<file path="src/rtl/riscv_ctrl_pkg.sv">
// Shared encodings for the multicycle RV32I control path:
// FSM states, opcodes and datapath select codes.
package riscv_ctrl_pkg;

  typedef enum logic [3:0] {
    S_BOOT   = 4'd0,
    S_FETCH  = 4'd1,
    S_DECODE = 4'd2,
    S_MEMADR = 4'd3,
    S_MEMRD  = 4'd4,
    S_MEMWB  = 4'd5,
    S_MEMWR  = 4'd6,
    S_EXEC_R = 4'd7,
    S_EXEC_I = 4'd8,
    S_ALUWB  = 4'd9,
    S_BRANCH = 4'd10,
    S_JAL    = 4'd11,
    S_TRAP   = 4'd12
  } state_t;

  localparam logic [6:0] OP_LOAD   = 7'b0000011;
  localparam logic [6:0] OP_STORE  = 7'b0100011;
  localparam logic [6:0] OP_RTYPE  = 7'b0110011;
  localparam logic [6:0] OP_ITYPE  = 7'b0010011;
  localparam logic [6:0] OP_BRANCH = 7'b1100011;
  localparam logic [6:0] OP_JAL    = 7'b1101111;

  localparam logic [1:0] ALUOP_ADD   = 2'b00;
  localparam logic [1:0] ALUOP_SUB   = 2'b01;
  localparam logic [1:0] ALUOP_FUNCT = 2'b10;

  localparam logic [1:0] SRCA_PC    = 2'b00;
  localparam logic [1:0] SRCA_OLDPC = 2'b01;
  localparam logic [1:0] SRCA_RS1   = 2'b10;

  localparam logic [1:0] SRCB_RS2 = 2'b00;
  localparam logic [1:0] SRCB_IMM = 2'b01;
  localparam logic [1:0] SRCB_4   = 2'b10;

  localparam logic [1:0] RES_ALUOUT = 2'b00;
  localparam logic [1:0] RES_MEM    = 2'b01;
  localparam logic [1:0] RES_ALU    = 2'b10;

endpackage

</file>
<file path="src/rtl/instret_counter.sv">
// Retired-instruction counter; wraps modulo 2^W.
module instret_counter #(
  parameter int W = 32
) (
  input  logic         clk,
  input  logic         rst,
  input  logic         en_i,
  output logic [W-1:0] count_o
);

  logic [W-1:0] count_q;

  // count one per retire, natural wrap
  always_ff @(posedge clk or posedge rst) begin
    if (rst) count_q <= '0;
    else if (en_i) count_q <= count_q + W'(1);
  end

  assign count_o = count_q;

endmodule

</file>
<file path="src/rtl/multicycle_control.sv">
// Main control FSM of the multicycle RV32I core: sequences
// fetch/decode/execute/memory/writeback and counts retires.
module multicycle_control
  import riscv_ctrl_pkg::*;
#(
  parameter bit WAIT_MEM  = 1'b1,
  parameter int INSTRET_W = 32
) (
  input  logic                 clk,
  input  logic                 rst,
  input  logic [6:0]           opcode,
  input  logic                 funct3_0,
  input  logic                 zero,
  input  logic                 mem_ready,
  output logic                 pc_we,
  output logic                 ir_we,
  output logic                 mem_req,
  output logic                 mem_we,
  output logic                 iord,
  output logic                 reg_we,
  output logic [1:0]           alu_src_a,
  output logic [1:0]           alu_src_b,
  output logic [1:0]           aluop,
  output logic [1:0]           result_src,
  output logic                 illegal,
  output logic [INSTRET_W-1:0] instret,
  output logic [3:0]           state_dbg
);

  state_t state_q, state_d;
  logic   illegal_q;
  logic   rdy;
  logic   retire;

  // memory completion; forced when memory is single-cycle
  assign rdy = WAIT_MEM ? mem_ready : 1'b1;

  // state register, async reset to BOOT
  always_ff @(posedge clk or posedge rst) begin
    if (rst) state_q <= S_BOOT;
    else     state_q <= state_d;
  end

  // next-state sequencing
  always_comb begin
    state_d = state_q;
    unique case (state_q)
      S_BOOT:   state_d = S_FETCH;
      S_FETCH:  if (rdy) state_d = S_DECODE;
      S_DECODE: begin
        unique case (opcode)
          OP_LOAD,
          OP_STORE:  state_d = S_MEMADR;
          OP_RTYPE:  state_d = S_EXEC_R;
          OP_ITYPE:  state_d = S_EXEC_I;
          OP_BRANCH: state_d = S_BRANCH;
          OP_JAL:    state_d = S_JAL;
          default:   state_d = S_TRAP;
        endcase
      end
      S_MEMADR: state_d = (opcode == OP_STORE) ? S_MEMWR : S_MEMRD;
      S_MEMRD:  if (rdy) state_d = S_MEMWB;
      S_MEMWB:  state_d = S_FETCH;
      S_MEMWR:  if (rdy) state_d = S_FETCH;
      S_EXEC_R: state_d = S_ALUWB;
      S_EXEC_I: state_d = S_ALUWB;
      S_ALUWB:  state_d = S_FETCH;
      S_BRANCH: state_d = S_FETCH;
      S_JAL:    state_d = S_ALUWB;
      S_TRAP:   state_d = S_TRAP;
      default:  state_d = S_BOOT;
    endcase
  end

  // per-state output decode; only mem handshake and branch are Mealy
  always_comb begin
    pc_we      = 1'b0;
    ir_we      = 1'b0;
    mem_req    = 1'b0;
    mem_we     = 1'b0;
    iord       = 1'b0;
    reg_we     = 1'b0;
    alu_src_a  = SRCA_PC;
    alu_src_b  = SRCB_RS2;
    aluop      = ALUOP_ADD;
    result_src = RES_ALUOUT;
    unique case (state_q)
      S_FETCH: begin
        mem_req    = 1'b1;
        alu_src_b  = SRCB_4;
        result_src = RES_ALU;
        pc_we      = rdy;
        ir_we      = rdy;
      end
      S_DECODE: begin
        alu_src_a = SRCA_OLDPC;
        alu_src_b = SRCB_IMM;
      end
      S_MEMADR: begin
        alu_src_a = SRCA_RS1;
        alu_src_b = SRCB_IMM;
      end
      S_MEMRD: begin
        mem_req = 1'b1;
        iord    = 1'b1;
      end
      S_MEMWB: begin
        reg_we     = 1'b1;
        result_src = RES_MEM;
      end
      S_MEMWR: begin
        mem_req = 1'b1;
        mem_we  = 1'b1;
        iord    = 1'b1;
      end
      S_EXEC_R: begin
        alu_src_a = SRCA_RS1;
        aluop     = ALUOP_FUNCT;
      end
      S_EXEC_I: begin
        alu_src_a = SRCA_RS1;
        alu_src_b = SRCB_IMM;
        aluop     = ALUOP_FUNCT;
      end
      S_ALUWB: reg_we = 1'b1;
      S_BRANCH: begin
        alu_src_a = SRCA_RS1;
        aluop     = ALUOP_SUB;
        pc_we     = zero ^ funct3_0;
      end
      S_JAL: begin
        alu_src_a = SRCA_OLDPC;
        alu_src_b = SRCB_4;
        pc_we     = 1'b1;
      end
      default: ;
    endcase
  end

  // sticky illegal flag, raised as the FSM enters TRAP
  always_ff @(posedge clk or posedge rst) begin
    if (rst) illegal_q <= 1'b0;
    else if (state_d == S_TRAP) illegal_q <= 1'b1;
  end

  // retire on every exit back to FETCH (JAL retires via ALUWB)
  assign retire = (state_q == S_MEMWB) ||
                  (state_q == S_ALUWB) ||
                  (state_q == S_BRANCH) ||
                  ((state_q == S_MEMWR) && rdy);

  instret_counter #(
    .W (INSTRET_W)
  ) u_instret (
    .clk     (clk),
    .rst     (rst),
    .en_i    (retire),
    .count_o (instret)
  );

  assign illegal   = illegal_q;
  assign state_dbg = state_q;

endmodule

</file>
<file path="config.mk">
export PLATFORM = sky130hd
export DESIGN_NAME = multicycle_control
export DESIGN_NICKNAME = d
export VERILOG_FILES = /design/src/rtl/riscv_ctrl_pkg.sv /design/src/rtl/instret_counter.sv /design/src/rtl/multicycle_control.sv
export SDC_FILE = /design/constraint.sdc
export NUM_CORES = 1
export LEC_CHECK = 0
export CORE_MARGIN = 10
export CORE_UTILIZATION = 42
export DETAILED_ROUTE_END_ITERATION = 8
export GPL_ROUTABILITY_DRIVEN = 0
export PLACE_DENSITY = 0.76
export SLEW_MARGIN = 20
export SYNTH_ARGS = -nofsm -noshare
export SYNTH_HDL_FRONTEND = slang
export SYNTH_SLANG_ARGS = --single-unit
</file>
<file path="constraint.sdc">
create_clock -name clk -period 1.97 [get_ports clk]
set_clock_uncertainty 0.2 [all_clocks]
set_input_delay 0.394 -clock clk [delete_from_list [all_inputs] [get_ports clk]]
set_output_delay 0.394 -clock clk [all_outputs]
set_load 0.02 [all_outputs]
</file>
==> results of run 1 <==
-- kinds of logic after synthesis --
kind of cell | synth area share
AOI/OAI and AO/OA | 0.0835
xor gates and xnor gates | 0.156
adders and majority gates | 0.0111
buffers and inverters | 0.0297
DFF | 0.458
muxes | 0.0155
and+or+nand+nor | 0.247
-- power by group through the flow --
stage / combinational [mW] / sequential [mW] / clock [mW]
final: 1.81 / 1.01 / 0.552
after global routing: 1.95 / 1.02 / 0.601
after CTS: 1.70 / 0.998 / 0.564
after detailed placement: 1.76 / 0.991 / 0
after global placement: 1.74 / 0.988 / 0
after floorplan: 0.815 / 1.11 / 0
-- metal layers --
layer	up-vias	routed length, um
met4	0	46
met1	925	2370
met5	-	0
met3	5	400
met2	47	2930
li1	929	-
-- worst max-delay path: cells and delay by family (launching register included) --
kind	cells	cell delay (ps)
compound gates	1	60
simple gates	3	490
flops	1	480
buf+inv	1	140
-- path summary, 6_finish.rpt --
| path | start | end | slack, ps | cells after the start |
|---|---|---|---|---|
| worst max-delay path | state_dbg[3] | pc_we | -90 | 5 |
| worst min-delay path | rst | u_instret.count_o[23] | 250 | 3 |
| worst max register to register | state_dbg[3] | u_instret.count_o[17] | -30 | 6 |
| worst min register to register | u_instret.count_o[31] | u_instret.count_o[31] | 280 | 1 |
| max in group asynchronous | rst | state_dbg[1] | 1100 | 3 |
| min in group clk | u_instret.count_o[31] | u_instret.count_o[31] | 280 | 1 |
-- per-stage QoR --
stage / std cells / worst slack, ps / setup TNS, ps
floorplan: 205 / -52.9 / -81.9
global placement: 355 / -647 / -11830
detailed placement: 355 / -688 / -13090
CTS: 365 / -143 / -605
global route: 367 / -155 / -1830
finish: 367 / -86.8 / -234
-- timing repair --
action                     4_1_cts  5_1_grt
pin swaps                       12       11
resized for setup               94       33
cloned                           2        0
setup endpoints to repair       63       46
setup buffers                    0        2
-- flip-flops by register name, summed over array words and instances, names as in the netlist --
signal             flops
state_dbg              4
u_instret.count_o     32
illegal                1
-- cells in the mapped netlist, types with 2 or more instances --
cell type,count,area [um^2]
sky130_fd_sc_hd__dfrtp_1,37,926
sky130_fd_sc_hd__xnor2_1,31,272
sky130_fd_sc_hd__nand2_1,18,67.6
sky130_fd_sc_hd__nand4_1,14,87.6
sky130_fd_sc_hd__nand3_1,13,65.1
sky130_fd_sc_hd__nor2_1,10,37.5
sky130_fd_sc_hd__and3_1,8,50.1
sky130_fd_sc_hd__inv_1,7,26.3
sky130_fd_sc_hd__a21oi_1,5,25.0
sky130_fd_sc_hd__nand2b_1,5,31.3
sky130_fd_sc_hd__nor3_1,5,25.0
sky130_fd_sc_hd__xor2_1,5,43.8
sky130_fd_sc_hd__o21ai_0,4,20.0
sky130_fd_sc_hd__and2_1,3,18.8
sky130_fd_sc_hd__buf_2,3,15.0
sky130_fd_sc_hd__clkbuf_1,3,11.3
sky130_fd_sc_hd__or2_2,3,18.8
sky130_fd_sc_hd__a21o_1,2,15.0
sky130_fd_sc_hd__a21oi_4,2,32.5
sky130_fd_sc_hd__buf_1,2,7.51
sky130_fd_sc_hd__mux2i_1,2,20.0
sky130_fd_sc_hd__nor4_1,2,12.5
sky130_fd_sc_hd__o21bai_1,2,15.0
sky130_fd_sc_hd__or4_4,2,22.5
-- area by class of cell --
cell class              count  share of cell area
clock inverters             2             0.00420
multi-input cells         155               0.369
inverters                   7             0.00801
clock buffers               6              0.0252
flip-flops and latches     37               0.288
well taps                  54              0.0206
repair buffers            106               0.285
==> qor_table.md, run 1 <==
| Metric | This run | Unit |
|---|---|---|
| Iteration-0 DRC Markers | 46 | - |
| Switching pwr | 1.31 | mW |
| Maximum clock rate | 486 | MHz |
| Final net count | 325 | - |
| Number of top-level pins | 63 | - |
| Sequence of cells on the critical path | or3_1 -> nand2_1 -> a21oi_1 -> nor2_1 -> buf_4 | - |
| Portion of the post-synthesis area used by sequential elements | 0.458 | - |
| Count of hold buffers inserted by post-cts repair | 0 | - |
| Initial Util | 0.431 | - |
| Count of input and output buffers | 62 | - |
| Antenna violations before repair | 0 | - |
| Worst-path fanout max | 7 | - |
| CTS tree | yes | - |
| Most congested layer reported by global routing | met2 | - |
| Placed cell area | 3060 | um^2 |
| Clk Tree Root Cell | sky130_fd_sc_hd__clkbuf_8 | - |
| Detailed Routing Iterations Pass 1 | 4 | - |
| Required arrival time at the worst endpoint | 1380 | ps |
| Vertical extent of the die | 89.4 | um |
| Critical path data arrival time | 1460 | ps |
| Worst Hold Slack | 247 | ps |
| Total power draw | 3.36 | mW |
| Number of buffers added by the clock tree synthesis step | 5 | - |
| LEAKAGE | 1.60 | nW |
| Placeable core region | 4690 | um^2 |
| Fraction of power spent switching nets | 0.389 | - |
| Met1 track demand over resource | 0.163 | - |
| Overflow left after global routing | 0 | - |
| DRC violation count after routing | 0 | - |
| Ant. Diodes | 0 | - |
| Maximum cell stage delay along the critical path | 480 | ps |
| Worst Tran Pin Value | 331 | ps |
| Power density of the placed cells | 1030 | nW/um^2 |
| Min cycle time layout | 2060 | ps |
| Width of the chip | 89.4 | um |
| Outcome | finished, violations left | - |
| Number of distinct standard cells referenced by the synthesized netlist | 41 | - |
| Fraction of power consumed by sequential logic | 0.299 | - |
| Internal power summed over all cells | 2.05 | mW |
| Slowest stage cell on the critical path | sky130_fd_sc_hd__dfrtp_2 | - |
| Failing checks | setup timing | - |
| Number of cell rows | 25 | - |
| First-pass GRT wire length | 9100 | um |
| Clock tree sinks | 37 | - |
| Total wire length after detailed routing | 5750 | um |
| Critical setup path kind | register to output port | - |
| Number of warnings printed during yosys synthesis | 0 | - |
| Sort of element at the start of the critical path | register | - |
| Normalized max-slew margin | 0.778 | - |
| DR WL/cell | 15.7 | um |
| Area of combinational cells with multiple inputs | 1210 | um^2 |
| Layout cell share with drive strength beyond 1 | 0.371 | - |
| Routed Antenna Nets | 0 | - |
| Final slew viol count | 0 | - |
| Unrepaired setup endpoints after global routing | true | - |
| Most used cells in the layout excluding fill and tap cells | sky130_fd_sc_hd__buf_4, sky130_fd_sc_hd__xnor2_1, sky130_fd_sc_hd__dfrtp_1, sky130_fd_sc_hd__dlygate4sd2_1, sky130_fd_sc_hd__clkdlybuf4s50_1 | - |
| Post-synthesis area per instance | 9.87 | um^2 |
| Asr flop ratio synth | 1.00 | - |
| Net count of the mapped netlist | 218 | - |
| Final clock period utilization by the worst path | 1.04 | - |
| Cell Area, Synth | 2020 | um^2 |
| Clock share of power | 0.164 | - |
| P&R area growth vs syn | 62.1 | % |
| Leading cell type in the layout, fill and taps excluded | sky130_fd_sc_hd__buf_4 | - |
| Final design area excluding fillers | 3280 | um^2 |
| Number of global-route vias before repair | 1881 | - |
| Type of the worst min-delay path | input port to asynchronous set/reset pin | - |
| Overall die area | 7990 | um^2 |
| Vias after detailed routing | 1906 | - |
| Yosys reg bits | 37 | - |
| Half-perimeter wire length of the detailed placement result | 4200 | um |
| Fraction of power consumed by combinational cells | 0.537 | - |
| Worst vdd rail ir drop | 742 | uV |
| FILL cells | 381 | - |
| Crit end category | output port | - |
| Insertion delay to the later sink of the worst-skew pair | 290 | ps |
| Final worst slack | -86.8 | ps |
| Max-cap violations | 0 | - |
| Most frequently used flop master after synthesis | sky130_fd_sc_hd__dfrtp_1 | - |
| Global-route track usage on met2 | 0.242 | - |
| Synthesized instance count | 205 | - |
| Met3 demand-to-capacity share in global routing | 0.0574 | - |
| Number of H-tree levels | 2 | - |
| Worst-case clock buffer depth | 2 | - |
| Share of the core filled with cells | 0.699 | - |
| Via count normalized by instance count | 5.19 | - |
| Gr usage total | 0.144 | - |
| Number of hold violations in the final report | 0 | - |
| Sequential cell area | 945 | um^2 |
| CTS clock-pin slew for the worst setup and hold paths | 80 | ps |
| EDFF count, synth | 0 | - |
| Largest net degree at the start of global routing | 38 | - |
| Count of endpoints failing setup in the final report | 11 | - |
Note: power is estimated with default switching activity, not from simulation.
==> run 2, diff against run 1 <==
--- a/config.mk
+++ b/config.mk
@@ -7,6 +7,7 @@
 export LEC_CHECK = 0
 export CORE_MARGIN = 10
 export CORE_UTILIZATION = 42
+export CTS_CLUSTER_SIZE = 25
 export DETAILED_ROUTE_END_ITERATION = 8
 export GPL_ROUTABILITY_DRIVEN = 0
 export PLACE_DENSITY = 0.76
==> results of run 2 <==
The final DEF is identical to that of run 1; final timing and power are the same.
